$ cat config.mk
export PLATFORM = sky130hd
export DESIGN_NAME = tmr_array
export DESIGN_NICKNAME = d
export VERILOG_FILES = /design/src/rtl/tmr_array.sv
export SDC_FILE = /design/constraint.sdc
export NUM_CORES = 1
export LEC_CHECK = 0
export BUFFER_PORTS_ARGS = -buffer_cell sky130_fd_sc_hd__buf_2
export CORE_AREA = 2 2 148 150
export DETAILED_ROUTE_END_ITERATION = 10
export DIE_AREA = 0 0 150 152
export GPL_ROUTABILITY_DRIVEN = 0
export HOLD_SLACK_MARGIN = 0.05
export PLACE_DENSITY = 0.74
export SLEW_MARGIN = 40
export SYNTH_ARGS = -nofsm -noshare
export SYNTH_HDL_FRONTEND = slang
export SYNTH_SLANG_ARGS = --single-unit
export TNS_END_PERCENT = 5
$ cat constraint.sdc
create_clock -name clk -period 2.6 [get_ports clk]
set_clock_uncertainty 0.15 [all_clocks]
set_input_delay 0.52 -clock clk [delete_from_list [all_inputs] [get_ports clk]]
set_output_delay 0.52 -clock clk [all_outputs]
set_load 0.01 [all_outputs]
$ cat src/rtl/tmr_array.sv
// Multi-channel programmable interval timer: NCH down-counters sharing one prescaler,
// periodic/one-shot modes, sticky requests. Define TMR_ARRAY_OVR_EN to add overrun flags.
module tmr_array #(
  parameter int unsigned NCH = 2,
  parameter int unsigned W   = 32,
  parameter int unsigned PSW = 8,
  parameter int unsigned AW  = $clog2(NCH) + 2
) (
  input  logic             clk,
  input  logic             rst,
  input  logic             wr,
  input  logic [AW-1:0]    addr,
  input  logic [31:0]      din,
  output logic [31:0]      rdata,
  output logic [NCH-1:0]   tmr_req,
  output logic             irq,
  output logic [NCH*W-1:0] cntr_o
);

  localparam int unsigned CW = (AW > 2) ? AW - 2 : 1;

  typedef enum logic [1:0] {RegRld, RegCtl, RegPsc, RegStat} reg_e;

  logic [CW-1:0]  ch;
  logic           ch_ok;
  reg_e           reg_sel;

  logic [NCH-1:0] wr_rld;
  logic [NCH-1:0] wr_ctl;
  logic           wr_psc;
  logic           wr_stat;

  logic [W-1:0]   cntr_q [NCH];
  logic [W-1:0]   cntr_d [NCH];
  logic [W-1:0]   rld_q  [NCH];
  logic [W-1:0]   rld_d  [NCH];
  logic [NCH-1:0] en_q, en_d;
  logic [NCH-1:0] os_q, os_d;
  logic [NCH-1:0] ie_q, ie_d;
  logic [NCH-1:0] req_q, req_d;
  logic [NCH-1:0] ovr_q;
  logic [NCH-1:0] evt;

  logic [PSW-1:0] psc_q, psc_d;
  logic [PSW-1:0] pcnt_q, pcnt_d;
  logic           tick;

  logic [31:0]    stat;
  logic [31:0]    rdata_q, rdata_d;

  // Address decode
  always_comb begin
    ch      = CW'(addr >> 2);
    ch_ok   = 32'(ch) < NCH;
    reg_sel = reg_e'(addr[1:0]);
    wr_psc  = wr && (reg_sel == RegPsc);
    wr_stat = wr && (reg_sel == RegStat);
    wr_rld  = '0;
    wr_ctl  = '0;
    for (int i = 0; i < NCH; i++) begin
      wr_rld[i] = wr && (reg_sel == RegRld) && (ch == CW'(i));
      wr_ctl[i] = wr && (reg_sel == RegCtl) && (ch == CW'(i));
    end
  end

  // Shared prescaler
  assign tick = (pcnt_q == '0);

  always_comb begin
    psc_d  = psc_q;
    pcnt_d = tick ? psc_q : pcnt_q - PSW'(1);
    if (wr_psc) begin
      psc_d  = din[PSW-1:0];
      pcnt_d = din[PSW-1:0];
    end
  end

  // Channel next state; register writes are applied after counting so they take priority
  always_comb begin
    cntr_d = cntr_q;
    rld_d  = rld_q;
    en_d   = en_q;
    os_d   = os_q;
    ie_d   = ie_q;
    req_d  = req_q;
    evt    = '0;
    for (int i = 0; i < NCH; i++) begin
      if (tick && en_q[i]) begin
        if (cntr_q[i] == '0) begin
          // A reload written on the same edge suppresses the event
          evt[i] = !wr_rld[i];
          if (os_q[i]) begin
            en_d[i] = 1'b0;
          end else begin
            cntr_d[i] = rld_q[i];
          end
        end else begin
          cntr_d[i] = cntr_q[i] - W'(1);
        end
      end
      if (wr_rld[i]) begin
        rld_d[i]  = din[W-1:0];
        cntr_d[i] = din[W-1:0];
      end
      if (wr_ctl[i]) begin
        en_d[i] = din[0];
        os_d[i] = din[1];
        ie_d[i] = din[2];
      end
      req_d[i] = (req_q[i] & ~(wr_stat & din[i])) | evt[i];
    end
  end

`ifdef TMR_ARRAY_OVR_EN
  logic [NCH-1:0] ovr_d;

  always_comb begin
    ovr_d = ovr_q;
    for (int i = 0; i < NCH; i++) begin
      ovr_d[i] = (ovr_q[i] & ~(wr_stat & din[16+i])) | (evt[i] & req_q[i]);
    end
  end

  always_ff @(posedge clk) begin
    if (rst) begin
      ovr_q <= '0;
    end else begin
      ovr_q <= ovr_d;
    end
  end
`else
  assign ovr_q = '0;
`endif

  // Read mux samples pre-write state
  always_comb begin
    stat            = '0;
    stat[NCH-1:0]   = req_q;
    stat[16 +: NCH] = ovr_q;
    rdata_d         = '0;
    unique case (reg_sel)
      RegRld: begin
        if (ch_ok) rdata_d = 32'(cntr_q[ch]);
      end
      RegCtl: begin
        if (ch_ok) begin
          rdata_d = {22'b0, ovr_q[ch], req_q[ch], 5'b0, ie_q[ch], os_q[ch], en_q[ch]};
        end
      end
      RegPsc:  rdata_d = 32'(psc_q);
      RegStat: rdata_d = stat;
    endcase
  end

  always_ff @(posedge clk) begin
    if (rst) begin
      for (int i = 0; i < NCH; i++) begin
        cntr_q[i] <= '0;
        rld_q[i]  <= '0;
      end
      en_q    <= '0;
      os_q    <= '0;
      ie_q    <= '0;
      req_q   <= '0;
      psc_q   <= '0;
      pcnt_q  <= '0;
      rdata_q <= '0;
    end else begin
      for (int i = 0; i < NCH; i++) begin
        cntr_q[i] <= cntr_d[i];
        rld_q[i]  <= rld_d[i];
      end
      en_q    <= en_d;
      os_q    <= os_d;
      ie_q    <= ie_d;
      req_q   <= req_d;
      psc_q   <= psc_d;
      pcnt_q  <= pcnt_d;
      rdata_q <= rdata_d;
    end
  end

  always_comb begin
    cntr_o = '0;
    for (int i = 0; i < NCH; i++) begin
      cntr_o[i*W +: W] = cntr_q[i];
    end
  end

  assign rdata   = rdata_q;
  assign tmr_req = req_q;
  assign irq     = |(req_q & ie_q);

endmodule

==> flow_metrics.tcl <==
set metrics [dict create \
    status "finished with violations" \
    violations "negative setup slack" \
    wl_um 32700 \
    syn_inst 1182 \
    synth_nets 1226 \
    totalPowerFinal_uw 9010 \
    placed_area_sq_mm 0.0113 \
    critPathLaunchType "flip-flop" \
    p_int_uw 5960 \
    cpMaxStageDelayCell "or4_4" \
    grt_use_total_pct 28.2 \
    clock_latency_ps 440 \
    start_util_pct 44.1 \
    critical_path.max_fanout 14 \
    ff_latch_area_sq_mm 0.00369 \
    chipWidth_um 150 \
    syn_area_per_cell_sq_um 7.96 \
    diodes 0 \
    grt_max_degree 55 \
    cts_tree "done" \
    cts-root-buf "clkbuf_16" \
    switching_share_pct 33.9 \
    fin_area_sq_mm 0.0121 \
    maxCapViolations 0 \
    viasPerCell 6.00 \
    crit_start "cntr_o[17]" \
    fmax_ghz 0.371 \
    synth_ff_type "dfxtp_1" \
    num_io_pins 137 \
    yosys.cell_count.top_type "nand2_1" \
    wl_per_cell_um 19.4 \
    regToRegSetupSlack_ps -100 \
    ctsHtreeMaxLevel 4 \
    cp_common_cell "or4_4" \
    slew_violations 0 \
    die_h_um 152 \
    slowest_delay_ps 510 \
    critPathRequiredTime_ps 2770 \
    setup-tns-final_ps -1210 \
    die-area_sq_mm 0.0228 \
    irDropWorstVdd_mv 0.396 \
    syn-cell-area_sq_mm 0.00941 \
    drtIter0Drc 1311 \
    cp.arrival_ps 2870 \
    yosys-top-cells-count "nand2_1, dfxtp_1, nor2_1" \
    grt_first_pass_wirelength_um 50800 \
    async_flop_share_pct 0 \
    setup_ws_ps -96.0 \
    synth_edf_count 0 \
    post-route-period-util_pct 104 \
    yosysUniqueCellTypes 74 \
    ant_nets 0 \
    row_count 54 \
    vias 10100 \
    io_buffers 136 \
    nFillCells 1923 \
    path_class "reg -> reg" \
    area_growth_syn_to_layout_pct 28.8 \
    grt_pass1_vias 9424 \
    critPathBufInv 2 \
    antenna_found_initial 0 \
    hp-class "in -> reg" \
    slew_headroom_pct 58.6 \
    hold_violations 0 \
    synthTopCellsByArea "dfxtp_1, nand2_1, a21oi_1" \
    yosys.area.top_type "dfxtp_1" \
    yosys_register_bits 184 \
    powerDensity_mw_per_mm2 743 \
    hpwl_um 23900 \
    grt_setup_unrepaired "true" \
    power_frac_seq_pct 33.9 \
    multiInputGateArea_sq_mm 0.00547 \
    overflow 0 \
    clockBufferDepth 2 \
    cts_buffers 17 \
    core_sq_mm 0.0214 \
    p_sw_uw 3050 \
    clk_pin_slew_worst_paths_ps 70 \
    end_kind "flip-flop" \
    power_frac_clock_pct 29.7 \
    worstMarginPinSlew_ps 616 \
    hp-start "din[25]" \
    path_delay_family "simple AND/OR/NAND/NOR gates" \
    cp_cell_sequence "or4_4 -> or4_4 -> or3_4 -> buf_8 -> buf_4 -> nand2_1 -> a21oi_1 -> a221o_1" \
    finalSetupViolCount 26 \
    synth_top_cell_area_share_pct 39.1 \
    ys_warn_count 0 \
    drc_errors 0 \
    numClockSinks 184 \
    place_ws_ps -167 \
    drive_above_1_share_pct 27.6 \
    power.leakage_uw 0.00517 \
    min_period_ps 2700 \
    final_nets 1443 \
    ys_seq_area_share_pct 39.1 \
    dr.pass1.iters 6 \
    r2r_start "cntr_o[17]" \
    power_frac_comb_pct 36.4 \
]
[cell families (layout without fill, tap and decap cells)]
logic type	Yosys count	after routing	synth area share (%)
AO/OA/AOI/OAI	288	288	20.6
XOR/XNOR	44	44	4.10
adder cells (fa/ha/maj)	6	6	0.798
buffers and inverters	110	339	5.05
flip-flops	184	184	39.1
multiplexers	39	39	4.68
AND/OR/NAND/NOR	511	511	25.7
[worst paths after layout]
path                     to  depth (start not counted)
hold reg to reg    rld_q[9]                          2
hold / removal    rld_q[25]                          3
setup reg to reg  cntr_o[4]                          8
setup / recovery  cntr_o[4]                          8
[cells in the final DEF (no fill, tap or decap), types with 8 or more instances in the layout]
| cell | netlist | layout |
|---|---|---|
| a211o_1 | 17 | 17 |
| a21oi_1 | 117 | 116 |
| a221o_1 | 9 | 9 |
| a311oi_1 | 21 | 18 |
| a31oi_1 | 10 | 10 |
| buf_2 | 8 | 135 |
| buf_4 | 0 | 148 |
| clkbuf_16 | 0 | 17 |
| dfxtp_1 | 184 | 179 |
| inv_1 | 14 | 13 |
| mux2i_1 | 35 | 35 |
| nand2_1 | 203 | 203 |
| nand3_1 | 27 | 26 |
| nand4_1 | 10 | 10 |
| nor2_1 | 130 | 129 |
| nor3_1 | 35 | 31 |
| nor4_1 | 26 | 19 |
| o211ai_1 | 20 | 20 |
| o21ai_0 | 27 | 20 |
| or3_1 | 17 | 14 |
| or4_1 | 14 | 8 |
| or4_4 | 3 | 9 |
| xnor2_1 | 28 | 28 |
| xor2_1 | 16 | 16 |
[state kept, by name (all words and copies together) (netlist names)]
signal and flops:
cntr_o 64, en_q 2, ie_q 2, os_q 2
pcnt_q 8, psc_q 8, rdata 32, rld_q 64
tmr_req 2
[final cells by class]
class                      instances  area share [%]
clock buffer                      20            3.68
inverter                          14           0.433
sequential                       184            30.5
clock inverter                    11            1.22
tap                              280            2.89
timing repair buffer             294            16.2
multi-input combinational        888            45.1
[power by group through the flow]
stage	Sequential, uW	Clock, uW	Combinational [uW]
2_1_floorplan	3160	0	1980
3_3_place_gp	3110	0	2970
3_5_place_dp	3110	0	3020
4_1_cts	3050	2690	3110
5_1_grt	3070	2810	3540
6_report	3050	2670	3280
[routing by layer]
layer  GRT usage [%]  up-vias  routed length (um)
met5               0        -                   0
met2            44.0      520               15100
met4            9.93        0                 931
met3            6.46       78                3410
met1            38.2     4861               13300
li1                -     4686                   -
[repair_timing]
item / 4_1_cts / 5_1_grt
pin swaps: 2 / 9
gates resized for setup: 20 / 29
buffers inserted: 0 / 3
endpoints found under the hold margin: 0 / 0
endpoints found under the setup margin: 43 / 57
hold buffers: 0 / 0
[worst min-delay path: cells and delay by family]
family | cells | cell delay, ps
compound gates | 1 | 50
buf+inv | 1 | 120
simple gates | 1 | 60
[through the flow]
step / cells / utilization [%] / hold WS [ps]
after floorplan: 1182 / - / 282
after global placement: 1656 / 52.9 / 289
after detailed placement: 1657 / 53.0 / 298
after CTS: 1688 / 56.1 / 203
after global routing: 1691 / 56.8 / 206
final: 1691 / 56.8 / 213
No activity file was read; power rests on OpenSTA's default activity.
